--- config.mk ---
export PLATFORM = sky130hd
export DESIGN_NAME = mdu_ctrl
export DESIGN_NICKNAME = d
export VERILOG_FILES = /design/src/rtl/mdu_ctrl.sv
export SDC_FILE = /design/constraint.sdc
export NUM_CORES = 1
export LEC_CHECK = 0
export ABC_CLOCK_PERIOD_IN_PS = 13400
export CORE_MARGIN = 2
export CORE_UTILIZATION = 25
export CTS_CLUSTER_DIAMETER = 30
export CTS_CLUSTER_SIZE = 10
export DETAILED_ROUTE_END_ITERATION = 10
export PLACE_DENSITY = 0.5
export REMOVE_ABC_BUFFERS = 1
export SYNTH_ARGS = -nofsm -noshare
export SYNTH_HDL_FRONTEND = slang
export SYNTH_SLANG_ARGS = --single-unit
--- constraint.sdc ---
create_clock -name clk -period 13.4 [get_ports clk]
set_input_delay 2.68 -clock clk [delete_from_list [all_inputs] [get_ports clk]]
set_output_delay 2.68 -clock clk [all_outputs]
set_load 0.02 [all_outputs]
--- src/rtl/mdu_ctrl.sv ---
// mdu_ctrl: iterative RV32M multiply/divide unit controller.
//
// Multiplies use a 32-step shift-add on operand magnitudes, divides use a
// 32-step restoring divide on magnitudes; a FIX cycle then applies sign
// correction and half selection before a one-cycle DONE pulse.
//
// Build option:
//   MDU_DIV_EN  defined   -> DIV/DIVU/REM/REMU supported, including the
//                            divide-by-zero and signed-overflow fast paths.
//               undefined -> divider removed; funct3[2]=1 ops finish at once
//                            with result 0 and illegal=1 on the done pulse.
//
// Ports:
//   clk       in   clock, rising edge
//   rst       in   asynchronous active-high reset
//   start     in   M-extension op issued (sampled only in IDLE)
//   funct3    in   op select (MUL, MULH, MULHSU, MULHU, DIV, DIVU, REM, REMU)
//   rs1_data  in   operand A / dividend
//   rs2_data  in   operand B / divisor
//   flush     in   abort the in-flight op
//   busy      out  stall request to the core
//   done      out  one-cycle completion pulse, result valid alongside
//   result    out  rd write data, held until the next completion
//   illegal   out  pulses with done when the op is unsupported

module mdu_ctrl (
    input  logic        clk,
    input  logic        rst,
    input  logic        start,
    input  logic [2:0]  funct3,
    input  logic [31:0] rs1_data,
    input  logic [31:0] rs2_data,
    input  logic        flush,
    output logic        busy,
    output logic        done,
    output logic [31:0] result,
    output logic        illegal
);

    typedef enum logic [1:0] {StIdle, StCalc, StFix, StDone} state_e;

    state_e      state_q;
    logic [5:0]  cnt_q;
    logic [2:0]  funct3_q;
    logic        a_neg_q;
    logic        b_neg_q;
    logic [31:0] opnd_q;    // multiplicand for MUL*, divisor magnitude for DIV*
    logic [63:0] acc_q;     // {hi, lo} for MUL*, {remainder, quotient} for DIV*
    logic [31:0] result_q;
    logic        done_q;
    logic        illegal_q;

    // Operand sign handling
    logic        sign_a;
    logic        sign_b;
    logic        a_neg;
    logic        b_neg;
    logic [31:0] mag_a;
    logic [31:0] mag_b;

    always_comb begin
        sign_a = funct3[2] ? ~funct3[0] : (funct3[1:0] != 2'b11);
        sign_b = funct3[2] ? ~funct3[0] : ~funct3[1];
        a_neg  = sign_a & rs1_data[31];
        b_neg  = sign_b & rs2_data[31];
        mag_a  = a_neg ? (32'd0 - rs1_data) : rs1_data;
        mag_b  = b_neg ? (32'd0 - rs2_data) : rs2_data;
    end

    // Ops that complete straight from IDLE without iterating
    logic        fast_hit;
    logic        fast_illegal;
    logic [31:0] fast_result;

`ifdef MDU_DIV_EN
    logic div_by_zero;
    logic div_ovf;

    always_comb begin
        div_by_zero  = funct3[2] & (rs2_data == 32'd0);
        // Signed -2^31 / -1 overflows the magnitude divider
        div_ovf      = funct3[2] & ~funct3[0] & (rs1_data == 32'h8000_0000) &
                       (rs2_data == 32'hFFFF_FFFF);
        fast_hit     = div_by_zero | div_ovf;
        fast_illegal = 1'b0;
        if (div_by_zero) begin
            fast_result = funct3[1] ? rs1_data : 32'hFFFF_FFFF;
        end else begin
            fast_result = funct3[1] ? 32'd0 : 32'h8000_0000;
        end
    end
`else
    always_comb begin
        fast_hit     = funct3[2];
        fast_illegal = 1'b1;
        fast_result  = 32'd0;
    end
`endif

    // One radix-2 iteration
    logic [32:0] mul_sum;
    logic [63:0] mul_next;
    logic [63:0] acc_next;

    always_comb begin
        mul_sum  = {1'b0, acc_q[63:32]} + (acc_q[0] ? {1'b0, opnd_q} : 33'd0);
        mul_next = {mul_sum, acc_q[31:1]};
    end

`ifdef MDU_DIV_EN
    logic [32:0] div_shift;
    logic [32:0] div_diff;
    logic [63:0] div_next;

    always_comb begin
        div_shift = {acc_q[63:32], acc_q[31]};
        div_diff  = div_shift - {1'b0, opnd_q};
        // No borrow means the shifted remainder covers the divisor
        if (!div_diff[32]) begin
            div_next = {div_diff[31:0], acc_q[30:0], 1'b1};
        end else begin
            div_next = {div_shift[31:0], acc_q[30:0], 1'b0};
        end
        acc_next = funct3_q[2] ? div_next : mul_next;
    end
`else
    always_comb begin
        acc_next = mul_next;
    end
`endif

    // Sign correction and half selection
    logic [63:0] prod_fixed;
    logic [31:0] fix_result;

    always_comb begin
        prod_fixed = (a_neg_q ^ b_neg_q) ? (64'd0 - acc_q) : acc_q;
        fix_result = (funct3_q == 3'b000) ? prod_fixed[31:0] : prod_fixed[63:32];
`ifdef MDU_DIV_EN
        if (funct3_q[2]) begin
            if (funct3_q[1]) begin
                // Remainder takes the dividend's sign
                fix_result = a_neg_q ? (32'd0 - acc_q[63:32]) : acc_q[63:32];
            end else begin
                fix_result = (a_neg_q ^ b_neg_q) ? (32'd0 - acc_q[31:0]) : acc_q[31:0];
            end
        end
`endif
    end

    always_ff @(posedge clk or posedge rst) begin
        if (rst) begin
            state_q   <= StIdle;
            cnt_q     <= 6'd0;
            funct3_q  <= 3'd0;
            a_neg_q   <= 1'b0;
            b_neg_q   <= 1'b0;
            opnd_q    <= 32'd0;
            acc_q     <= 64'd0;
            result_q  <= 32'd0;
            done_q    <= 1'b0;
            illegal_q <= 1'b0;
        end else begin
            done_q    <= 1'b0;
            illegal_q <= 1'b0;
            case (state_q)
                StIdle: begin
                    if (start && !flush) begin
                        funct3_q <= funct3;
                        a_neg_q  <= a_neg;
                        b_neg_q  <= b_neg;
                        if (fast_hit) begin
                            result_q  <= fast_result;
                            illegal_q <= fast_illegal;
                            done_q    <= 1'b1;
                            state_q   <= StDone;
                        end else begin
                            cnt_q   <= 6'd0;
                            opnd_q  <= funct3[2] ? mag_b : mag_a;
                            acc_q   <= {32'd0, funct3[2] ? mag_a : mag_b};
                            state_q <= StCalc;
                        end
                    end
                end
                StCalc: begin
                    if (flush) begin
                        cnt_q   <= 6'd0;
                        state_q <= StIdle;
                    end else begin
                        acc_q <= acc_next;
                        if (cnt_q == 6'd31) begin
                            cnt_q   <= 6'd0;
                            state_q <= StFix;
                        end else begin
                            cnt_q <= cnt_q + 6'd1;
                        end
                    end
                end
                StFix: begin
                    if (flush) begin
                        state_q <= StIdle;
                    end else begin
                        result_q <= fix_result;
                        done_q   <= 1'b1;
                        state_q  <= StDone;
                    end
                end
                StDone: begin
                    state_q <= StIdle;
                end
                default: begin
                    state_q <= StIdle;
                end
            endcase
        end
    end

    // busy includes the accepting IDLE cycle so the core stalls immediately
    always_comb begin
        busy = ~rst & (((state_q == StIdle) & start & ~flush) |
                       (state_q == StCalc) | (state_q == StFix));
    end

    assign done    = done_q;
    assign result  = result_q;
    assign illegal = illegal_q;

endmodule

Yosys cells after proc, flatten, opt, wreduce, memory -nomap -nowiden
Index checks and enable logic that the tools add are counted.
- memories: 0
- logic and storage cells: 82
- input bits: 71
- register bits: 143
- ROM bits: 0
- RAM bits: 0
- output and inout bits: 35
- bits in latches: 0
- magnitude comparators: 0
- bitwise operators: 13
- shift operators: 0
- multiply operators: 0
- mux-type cells: 31
- divide/modulo/power cells: 0
- add/sub/neg operators: 5
- reduce and logical (&&, ||, !) cells: 12
- equality and inequality tests: 11
- operators with widths (kind ; number):
    64-bit two-way mux ; 4
    32-bit two-way mux ; 7
    64-bit case mux with 2 select lines ; 1
    32-bit case mux with 2 select lines ; 1
    1-bit by 32-bit subtractor with 32-bit output (first input constant) ; 2
    1-bit by 64-bit subtractor with 64-bit output (first input constant) ; 1
    32-bit by 32-bit adder with 33-bit output ; 1
    6-bit two-way mux ; 4
    2-bit inequality test (second input constant) ; 6
    6-bit case mux with 2 select lines ; 1
    2-bit two-way mux ; 5
    2-bit case mux with 4 select lines ; 1
    4-bit AND reduction ; 2
    6-bit by 1-bit adder with 6-bit output (second input constant) ; 1
    6-bit by 5-bit == test with 1-bit output (second input constant) ; 1
    1-bit two-way mux ; 6
    3-bit AND reduction ; 2
    1-bit bitwise AND ; 5
    1-bit inverter ; 5
    2-bit == test (second input constant) ; 2
    2-bit AND reduction ; 2
    2-bit nonzero test ; 2
    3-bit logical NOT ; 1
    3-bit inequality test (second input constant) ; 1
    7 further kinds ; 8

Logic depth before layout (Yosys ltp)
- depth in word-level cells: 7
- gate-level depth with buffers: 14
- mapped depth without buffers: 12

Worst setup path before layout
Ideal clock, no wire load.
- path type: in2out
- from: in flush
- to: out busy
- path slack: 7.387 ns
- arrival: 3.333 ns
- stages on the path: 3
- path through: inv_1 -> a211oi_1 -> a211oi_1
- word-level cells in the longest chain between the ends: 5
- ends and longest elaborated chain (element ; line ; text):
    from (decl) ; 33 ; input logic flush,
    1-bit inverter ; 220 ; busy = ~rst & (((state_q == StIdle) & start & ~flush) |
    1-bit bitwise AND ; 220 ;
    1-bit OR ; 220 ;
    1-bit OR ; 221 ; (state_q == StCalc) | (state_q == StFix));
    1-bit bitwise AND ; 220 ;
    to (decl) ; 34 ; output logic busy,
No other way between the ends.

Worst setup path in the final report
Same ends and word-level chain as after synthesis.

==> flow_metrics.py <==
metrics = {
    "run_status": {
        "status": "finished, final reports clean",
    },
    "drt": {
        "drcViolationCount": 0,
        "routed_wl_mm": 31.8,
        "avgViaCountPerCell": 4.98,
        "vias": 9331,
        "dr.pass1.iters": 5,
        "drt_iter0_markers": 676,
        "ant_nets": 0,
        "drt-wirelength-per-cell_um": 17.0,
    },
    "cts": {
        "cts_resized": 0,
        "cts_hold_buf": 0,
        "cts_buffers": 17,
        "numClockSinks": 143,
        "ctsHtreeMaxLevel": 4,
        "postCtsSetupRepairBufs": 0,
        "root_buffer": "clkbuf_16",
        "tritoncts": "done",
        "clockBufferDepth": 2,
        "worstSkewPairLatency_ns": 0.43,
        "clkTransAtPathRegs_ns": 0.06,
    },
    "logic_synthesis": {
        "netlist_area_mm2": 0.0102,
        "synth.area.top_cells": "dfrtp_1 35%, o21ai_0 8.2%, xor2_1 6.0%",
        "async_reset_ff_share_pct": 100,
        "synth_ff_type": "dfrtp_1",
        "yosysSeqAreaShare_pct": 35.0,
        "syn_avg_cell_area_um2": 8.10,
        "synth_edf_count": 0,
        "synth_top_cell_area_share_pct": 35.0,
        "ys_types": 65,
        "yosysMostFrequentCell": "o21ai_0",
        "ys_seq_elements": 143,
        "yosysWarnings": 0,
        "yosys.area.top_type": "dfrtp_1",
        "synth_cells": 1263,
        "synth_common_cells": "168 x o21ai_0, 150 x nand2_1, 143 x dfrtp_1, 112 x a21oi_1, 88 x nor2_1",
    },
    "timing": {
        "maxClockFrequency_mhz": 144,
        "rsz0062_at_grt": "no",
        "slew_headroom_pct": 15.2,
        "finalHoldViolCount": 0,
        "period_share_pct": 51.9,
        "fin_crit_ns": 6.96,
        "tightest_slew_ns": 1.26,
        "finalSetupTns_ns": 0,
        "worst_clock_skew_ns": 0.0120,
        "slew_viol_final": 0,
        "setup_viol": 0,
    },
    "power_and_ir_drop": {
        "power.switching_w": 0.00139,
        "p_seq_share_pct": 29.4,
        "total_leakage_power_nw": 5.05,
        "ir_drop_v": 0.0000927,
        "finalPower_w": 0.00298,
        "clkPwrFrac_pct": 16.8,
        "pwr-share-comb_pct": 53.8,
        "power_density_mw_per_mm2": 240,
        "switching_share_pct": 46.6,
        "p_int_w": 0.00159,
    },
    "final_layout": {
        "fin_nets": 1436,
        "ff_latch_area_mm2": 0.00358,
        "syn2layout_area_growth_pct": 21.4,
        "multi_input_area_mm2": 0.00632,
        "num-fill-cells": 4378,
        "layout-drive-gt1-share_pct": 4.55,
        "diodes": 0,
        "fin_util_pct": 30.5,
    },
    "global_route": {
        "grt_max_degree": 82,
        "grt_pass1_vias": 8995,
        "grtUsageMet2_pct": 25.2,
        "use_met1_pct": 20.9,
        "grt-ovfl-total": 0,
        "grt_pass1_wl_mm": 50.5,
        "grtUsageMet3_pct": 2.05,
        "grt_busiest_layer": "met2",
        "grt_usage_pct": 15.2,
        "antenna_found_initial": 1,
    },
    "placed_design": {
        "dp_hpwl_mm": 23.9,
        "gp_congestion": 0.831,
        "io_buffer_count": 105,
    },
    "setup_path": {
        "critPathMaxFanout": 7,
        "crit_path_top_delay_cell": "clkdlybuf4s50_1",
        "crit_type": "in2out",
        "critPathLaunchType": "input port",
        "crit_chain": "clkdlybuf4s50_1 -> inv_1 -> a211oi_1 -> a211oi_1 -> clkdlybuf4s50_1",
        "slowest_delay_ns": 0.63,
        "cp.arrival_ns": 4.28,
        "cp-end-kind": "output pin",
        "required_ns": 10.72,
    },
    "floorplan": {
        "die_area_mm2": 0.0425,
        "die_h_um": 206,
        "core_area_mm2": 0.0406,
        "die_x_um": 206,
        "rows": 74,
        "initial_core_util_pct": 25.2,
        "ios": 106,
    },
    "hold_path": {
        "hold_path.class": "reg2reg",
    },
    "job": {
        "drv_cap": 0,
    },
}
[flip-flops by register name, summed over array words and instances (netlist names)]
register / count
acc_q: 64
opnd_q: 32
result: 32
cnt_q: 6
funct3_q: 3
state_q: 2
a_neg_q: 1
b_neg_q: 1
done: 1
illegal: 1
[worst paths after layout]
kind	slack (ns)	from	to	cells after the start
worst max-delay path	6.44	flush	busy	5
worst min-delay path	0.47	opnd_q[10]	opnd_q[10]	2
worst max register to register	9.94	acc_q[0]	acc_q[56]	11
worst min register to register	0.47	opnd_q[10]	opnd_q[10]	2
max in group asynchronous	9.23	rst	acc_q[53]	3
min in group asynchronous	2.79	rst	acc_q[8]	2
[layout by cell type (no fill, tap or decap), types with 17 or more instances in the layout]
| master | count |
|---|---|
| nand2_1 | 149 |
| clkbuf_16 | 17 |
| o21ai_0 | 168 |
| dfrtp_1 | 143 |
| o31ai_1 | 19 |
| xnor2_1 | 66 |
| nand3_1 | 30 |
| nor2_1 | 86 |
| ha_1 | 36 |
| a21oi_1 | 112 |
| a31oi_1 | 17 |
| nor3_1 | 24 |
| or3_1 | 18 |
| clkdlybuf4s50_1 | 105 |
| a21o_1 | 18 |
| xor2_1 | 69 |
| inv_1 | 23 |
| and2_1 | 36 |
| a22oi_1 | 27 |
[kinds of logic (layout without fill, tap and decap cells)]
kind of cell	Yosys count	in the layout	share of synthesized area, %
and+or+nand+nor	424	424	20.2
muxes	2	2	0.208
adders and majority gates	37	37	4.60
buffers and inverters	95	173	3.66
xor gates and xnor gates	137	137	11.7
AOI/OAI and AO/OA	425	425	24.6
DFF	143	143	35.0
[cell type report]
class	count	area share (%)
inverter	24	0.766
multi-input combinational	1025	50.9
clock inverter	15	1.50
timing repair buffer	117	9.19
sequential	143	28.8
tap	532	5.36
clock buffer	17	3.43
[metal layers]
layer	vias up	part of all wire (%)
met5	-	0
met2	195	46
met1	4437	49
met3	18	4.9
li1	4681	-
met4	0	0.87
[power groups by stage]
stage	combinational [W]	sequential [W]	clock [W]
3_3_place_gp	0.00160	0.000876	0
2_1_floorplan	0.00109	0.000847	0
4_1_cts	0.00161	0.000876	0.000512
6_report	0.00161	0.000876	0.000501
3_5_place_dp	0.00160	0.000883	0
5_1_grt	0.00180	0.000909	0.000530
[per-stage QoR]
step           instances  worst slack, ns  cell area [um2]  hold slack (ns)
2_1_floorplan       1192             6.88             9940            0.438
3_3_place_gp        1841             6.47            11800            0.454
3_5_place_dp        1841             6.45            11800            0.465
4_1_cts             1873             6.44            12400            0.478
5_1_grt             1873             6.32            12400            0.500
6_report            1873             6.44            12400            0.469
[worst max-delay path, delay by kind of cell]
family          cells  cell delay [ns]
compound gates      2             0.26
buf+inv             3             1.33
Note: power is estimated with default switching activity, not from simulation.
